## config.mk

```make
export PLATFORM = sky130hd
export DESIGN_NAME = uart_tx_arbiter
export DESIGN_NICKNAME = d
export VERILOG_FILES = /design/src/rtl/uart_tx_arbiter.sv
export SDC_FILE = /design/constraint.sdc
export NUM_CORES = 1
export LEC_CHECK = 0
export ABC_CLOCK_PERIOD_IN_PS = 2900
export BUFFER_PORTS_ARGS = -buffer_cell sky130_fd_sc_hd__buf_2
export CAP_MARGIN = 15
export CORE_MARGIN = 4
export CORE_UTILIZATION = 35
export DETAILED_ROUTE_END_ITERATION = 7
export PLACE_DENSITY = 0.57
export SKIP_CTS_REPAIR_TIMING = 1
export SYNTH_ARGS = -nofsm -noshare
export SYNTH_HDL_FRONTEND = slang
export SYNTH_SLANG_ARGS = --single-unit
```

## constraint.sdc

```tcl
create_clock -name clk -period 2.9 [get_ports clk]
set_clock_uncertainty 0.15 [all_clocks]
set_input_delay 0.58 -clock clk [delete_from_list [all_inputs] [get_ports clk]]
set_output_delay 0.58 -clock clk [all_outputs]
set_load 0.01 [all_outputs]
```

## src/rtl/uart_tx_arbiter.sv

```systemverilog
// Round-robin arbiter sharing one UART transmitter among NUM_REQ byte sources.
// Optional `UART_TX_ARB_FIXED_PRIO_EN: requester 0 always wins; the rest rotate.
//
// state     | meaning
// IDLE      | arbitrate pending requests while the transmitter is idle
// LOAD      | byte loaded, pulse tx_start
// WAIT_BUSY | wait for tx_busy to rise, count towards timeout
// WAIT_DONE | frame in progress, wait for tx_busy to fall
module uart_tx_arbiter #(
   parameter int NUM_REQ      = 4,
   parameter int BUSY_TIMEOUT = 16
) (
   input  logic                 clk,
   input  logic                 rst,
   input  logic [NUM_REQ-1:0]   req_valid,
   input  logic [8*NUM_REQ-1:0] req_data,
   output logic [NUM_REQ-1:0]   req_ack,
   output logic [7:0]           tx_data,
   output logic                 tx_load,
   output logic                 tx_start,
   input  logic                 tx_busy,
   output logic                 err_timeout,
   input  logic                 err_clr,
   output logic [2:0]           grant_idx
);

   typedef enum logic [1:0] {IDLE, LOAD, WAIT_BUSY, WAIT_DONE} state_t;

   state_t               state;
   logic [2:0]           ptr;
   logic [2:0]           ptr_next;
   logic [2:0]           winner;
   logic                 found;
   logic [7:0]           win_byte;
   logic [7:0]           cnt;
   logic [NUM_REQ-1:0]   cand;
   logic [NUM_REQ-1:0]   win_onehot;

   // Two passes: first valid at or above the pointer, else the lowest valid (wrap).
   always_comb begin
      cand   = req_valid;
      found  = 1'b0;
      winner = 3'd0;
`ifdef UART_TX_ARB_FIXED_PRIO_EN
      cand[0] = 1'b0;
`endif
      for (int j = 0; j < NUM_REQ; j++) begin
         if (!found && cand[j] && (j >= int'(ptr))) begin
            found  = 1'b1;
            winner = 3'(j);
         end
      end
      for (int j = 0; j < NUM_REQ; j++) begin
         if (!found && cand[j]) begin
            found  = 1'b1;
            winner = 3'(j);
         end
      end
`ifdef UART_TX_ARB_FIXED_PRIO_EN
      if (req_valid[0]) begin
         found  = 1'b1;
         winner = 3'd0;
      end
`endif
   end

   always_comb begin
      win_byte   = 8'h00;
      win_onehot = '0;
      for (int j = 0; j < NUM_REQ; j++) begin
         if (winner == 3'(j)) begin
            win_byte      = req_data[8*j +: 8];
            win_onehot[j] = 1'b1;
         end
      end
   end

   // In fixed-priority mode the pointer only rotates over requesters 1..NUM_REQ-1.
   always_comb begin
`ifdef UART_TX_ARB_FIXED_PRIO_EN
      if (winner == 3'd0)
         ptr_next = ptr;
      else if (winner == 3'(NUM_REQ-1))
         ptr_next = 3'd1;
      else
         ptr_next = winner + 3'd1;
`else
      if (winner == 3'(NUM_REQ-1))
         ptr_next = 3'd0;
      else
         ptr_next = winner + 3'd1;
`endif
   end

   always_ff @(posedge clk or posedge rst) begin
      if (rst) begin
         state       <= IDLE;
         ptr         <= 3'd0;
         cnt         <= 8'd0;
         req_ack     <= '0;
         tx_data     <= 8'h00;
         tx_load     <= 1'b0;
         tx_start    <= 1'b0;
         err_timeout <= 1'b0;
         grant_idx   <= 3'd0;
      end else begin
         req_ack  <= '0;
         tx_load  <= 1'b0;
         tx_start <= 1'b0;
         if (err_clr)
            err_timeout <= 1'b0;
         case (state)
            IDLE: begin
               if (found && !tx_busy) begin
                  tx_data   <= win_byte;
                  tx_load   <= 1'b1;
                  req_ack   <= win_onehot;
                  grant_idx <= winner;
                  ptr       <= ptr_next;
                  state     <= LOAD;
               end
            end
            LOAD: begin
               tx_start <= 1'b1;
               cnt      <= 8'd0;
               state    <= WAIT_BUSY;
            end
            WAIT_BUSY: begin
               if (tx_busy) begin
                  state <= WAIT_DONE;
               end else begin
                  cnt <= cnt + 8'd1;
                  // Set after the clear above so a coincident timeout wins.
                  if (cnt == 8'(BUSY_TIMEOUT-1)) begin
                     err_timeout <= 1'b1;
                     state       <= IDLE;
                  end
               end
            end
            WAIT_DONE: begin
               if (!tx_busy)
                  state <= IDLE;
            end
            default: state <= IDLE;
         endcase
      end
   end

endmodule

```

==> metrics.txt <==
outcome=complete, no violations; Seq cells post-synth=29; Vias/cell=5.19; Hold WS=0.219 ns; NumNets Final=275; chip height=75.9 um; std cell rows=24; WL final=3720 um; Netlist cell types=37; most common cell after layout, fill and taps aside=buf_2; Syn. warnings=0; core footprint=roughly 4400 um^2; CTS tree=built; Final Hold Fails=0; global-route wire length before repair=6030 um; kind of critical path=primary input to flip-flop; CTS Root Cell=clkbuf_8; setup TNS=0 ns; initial antenna violation count=0; Slew HR=just over 60%; Post-synth EDFFs=0; Synth area leader=dfrtp_1; Port Buffers=56; worst slew pin tran=approximately 0.59 ns; Period minus WS final=2.42 ns; Worst Path Arrival=2.46 ns; number of global-route vias before repair=1,390; gpl congestion=0.832; Initial Util=36.5%; most frequent cells in the layout=buf_2 (56), dfrtp_1 (29), a21oi_1 (19); clock sink total=29; max-slew violations=0; Reg2Reg Depth=7; register area share after synthesis=45.0%; Iteration-0 DRC Markers=a little over 60; Yosys top cell area share=45.0%; Wirelength per Cell=between 10 and 15 um; overall via count from detail_route=1,470; max-capacitance violation count=0; Setup crit start kind=primary input; CP Cell Sequence=buf_2, nand2b_1, a21boi_0, or3_1, ha_1, nand3b_1, a221o_1, a31oi_1; share of cells above drive strength 1=29.4%; total track usage=13.5%; Clock Pin Slew Worst Setup and Hold Paths=about 0.06 ns; die width=approximately 76 um; die area=5750 um^2; CP required=2.94 ns; CP max stage delay=about 0.4 ns; gr ovfl total=0; CTS Buf Count=5; pin count of the biggest net entering global routing=30; endpoints failing setup=0; P&R area growth vs syn=25.5%; Tcrit/Tclk final=approximately 84%; Crit-path slowest cell=or3_1; Critical Path Fanout Max=17; Power Density=831 nW/um^2; Area contributors post-synth=dfrtp_1 (45%), a21oi_1 (5.9%), a221o_1 (5.0%); Remaining DRCs=0; crit end category=flip-flop; cell area after synthesis=1610 um^2; VDD IR max=0.000273 V; top_reg_cell synth=dfrtp_1; detailed-placement wirelength estimate=2720 um; Fill cells=443; Antenna diodes=0; clock buffer depth=2; Async S/R FF share, synth=100%; 1st-pass router iterations=4; H-Tree Depth=2; Static Leak=between 0.9 and 1 nW; Hold WC Path Type=primary input to async pin; Mean Syn Cell Area=9.10 um^2; remaining antenna violation count=0; FMAX=about 0.41 GHz; clock latency at the later pin of the worst-skew pair=about 0.27 ns; IO Count=58; Post-Syn Nets=222; Post-Synthesis Cells=177; RSZ-0062 raised after global routing=false
## flip-flops by register name, indices dropped and copies added, names as in the netlist, 2 cells and up
signal / flops
req_ack: 4
state: 2
cnt: 8
ptr: 2
tx_data: 8
grant_idx: 2
## final timing paths
| kind | slack (ns) | end | start |
|---|---|---|---|
| max in group asynchronous | 2.11 | tx_start$_DFF_PP0_ | rst |
| min | 0.22 | cnt[3]$_DFFE_PP0P_ | rst |
| min in group clk | 0.33 | cnt[7]$_DFFE_PP0P_ | cnt[7]$_DFFE_PP0P_ |
| max | 0.48 | tx_data[7]$_DFFE_PP0P_ | req_valid[3] |
| min reg2reg | 0.33 | cnt[7]$_DFFE_PP0P_ | cnt[7]$_DFFE_PP0P_ |
| max reg2reg | 0.49 | tx_data[7]$_DFFE_PP0P_ | ptr[1]$_DFFE_PP0P_ |
## kinds of logic after synthesis
family                   Yosys count  share of synthesized area [%]
AO/OA/AOI/OAI                     58                           23.3
AND/OR/NAND/NOR                   54                           18.7
flip-flops                        29                           45.0
buffers and inverters             26                           6.44
adder cells (fa/ha/maj)            5                           3.88
multiplexers                       3                           1.86
other                              1                          0.233
XOR/XNOR                           1                          0.544
## layout make-up
class / instances / area, um^2 / area share [%]
Clock buffer: 7 / 96.3 / 4.76
Timing Repair Buffer: 58 / 295 / 14.6
Inverter: 14 / 52.6 / 2.60
Sequential cell: 29 / 726 / 35.9
Tap cell: 52 / 65.1 / 3.22
Multi-Input combinational cell: 122 / 782 / 38.7
Clock inverter: 1 / 5.00 / 0.248
## synth_stat cells, types with 2 or more instances
master	count
dfrtp_1	29
a21oi_1	19
nand2_1	16
inv_1	13
o21ai_0	10
a221o_1	8
a31oi_1	8
clkbuf_1	8
nand3b_1	8
nand3_1	6
ha_1	5
and3_1	4
nor3_1	4
mux2i_1	3
nand2b_1	3
or3_1	3
or4_1	3
a21boi_0	2
a21o_1	2
buf_2	2
nor3b_1	2
nor4_1	2
o22ai_1	2
o31ai_1	2
## power breakdown
part           leakage (nW)  switching (W)  internal [W]
combinational         0.574       0.000385      0.000309
clock                0.0542       0.000143      0.000214
sequential            0.369      0.0000947      0.000535
total                 0.997       0.000623       0.00106
## critical path, delay by kind of cell
family / cells / cell delay (ns)
AND/OR/NAND/NOR: 3 / 0.77
adder cells (fa/ha/maj): 1 / 0.39
AO/OA/AOI/OAI: 3 / 0.60
buffers and inverters: 1 / 0.12
## metal layers
| layer | share of wire (%) | vias up | global-route usage [%] | wire (um) |
|---|---|---|---|---|
| met5 | 0 | - | 0 | 0 |
| met4 | 1.1 | 0 | 5.24 | 42 |
| met3 | 5.7 | 4 | 3.56 | 211 |
| met2 | 49 | 42 | 22.4 | 1810 |
| met1 | 44 | 675 | 16.7 | 1650 |
| li1 | - | 749 | - | - |
## metrics by stage
step / total power, W / util [%] / instances / worst slack, ns / cell area [um^2]
after floorplan: 0.00111 / - / 177 / 0.453 / 1610
after global placement: 0.00134 / 43.5 / 275 / 0.247 / 1920
after detailed placement: 0.00134 / 43.5 / 275 / 0.192 / 1920
after CTS: 0.00170 / 45.8 / 283 / 0.500 / 2020
after global routing: 0.00182 / 45.8 / 283 / 0.258 / 2020
final: 0.00168 / 45.8 / 283 / 0.477 / 2020
(Power assumes the default switching activity.)
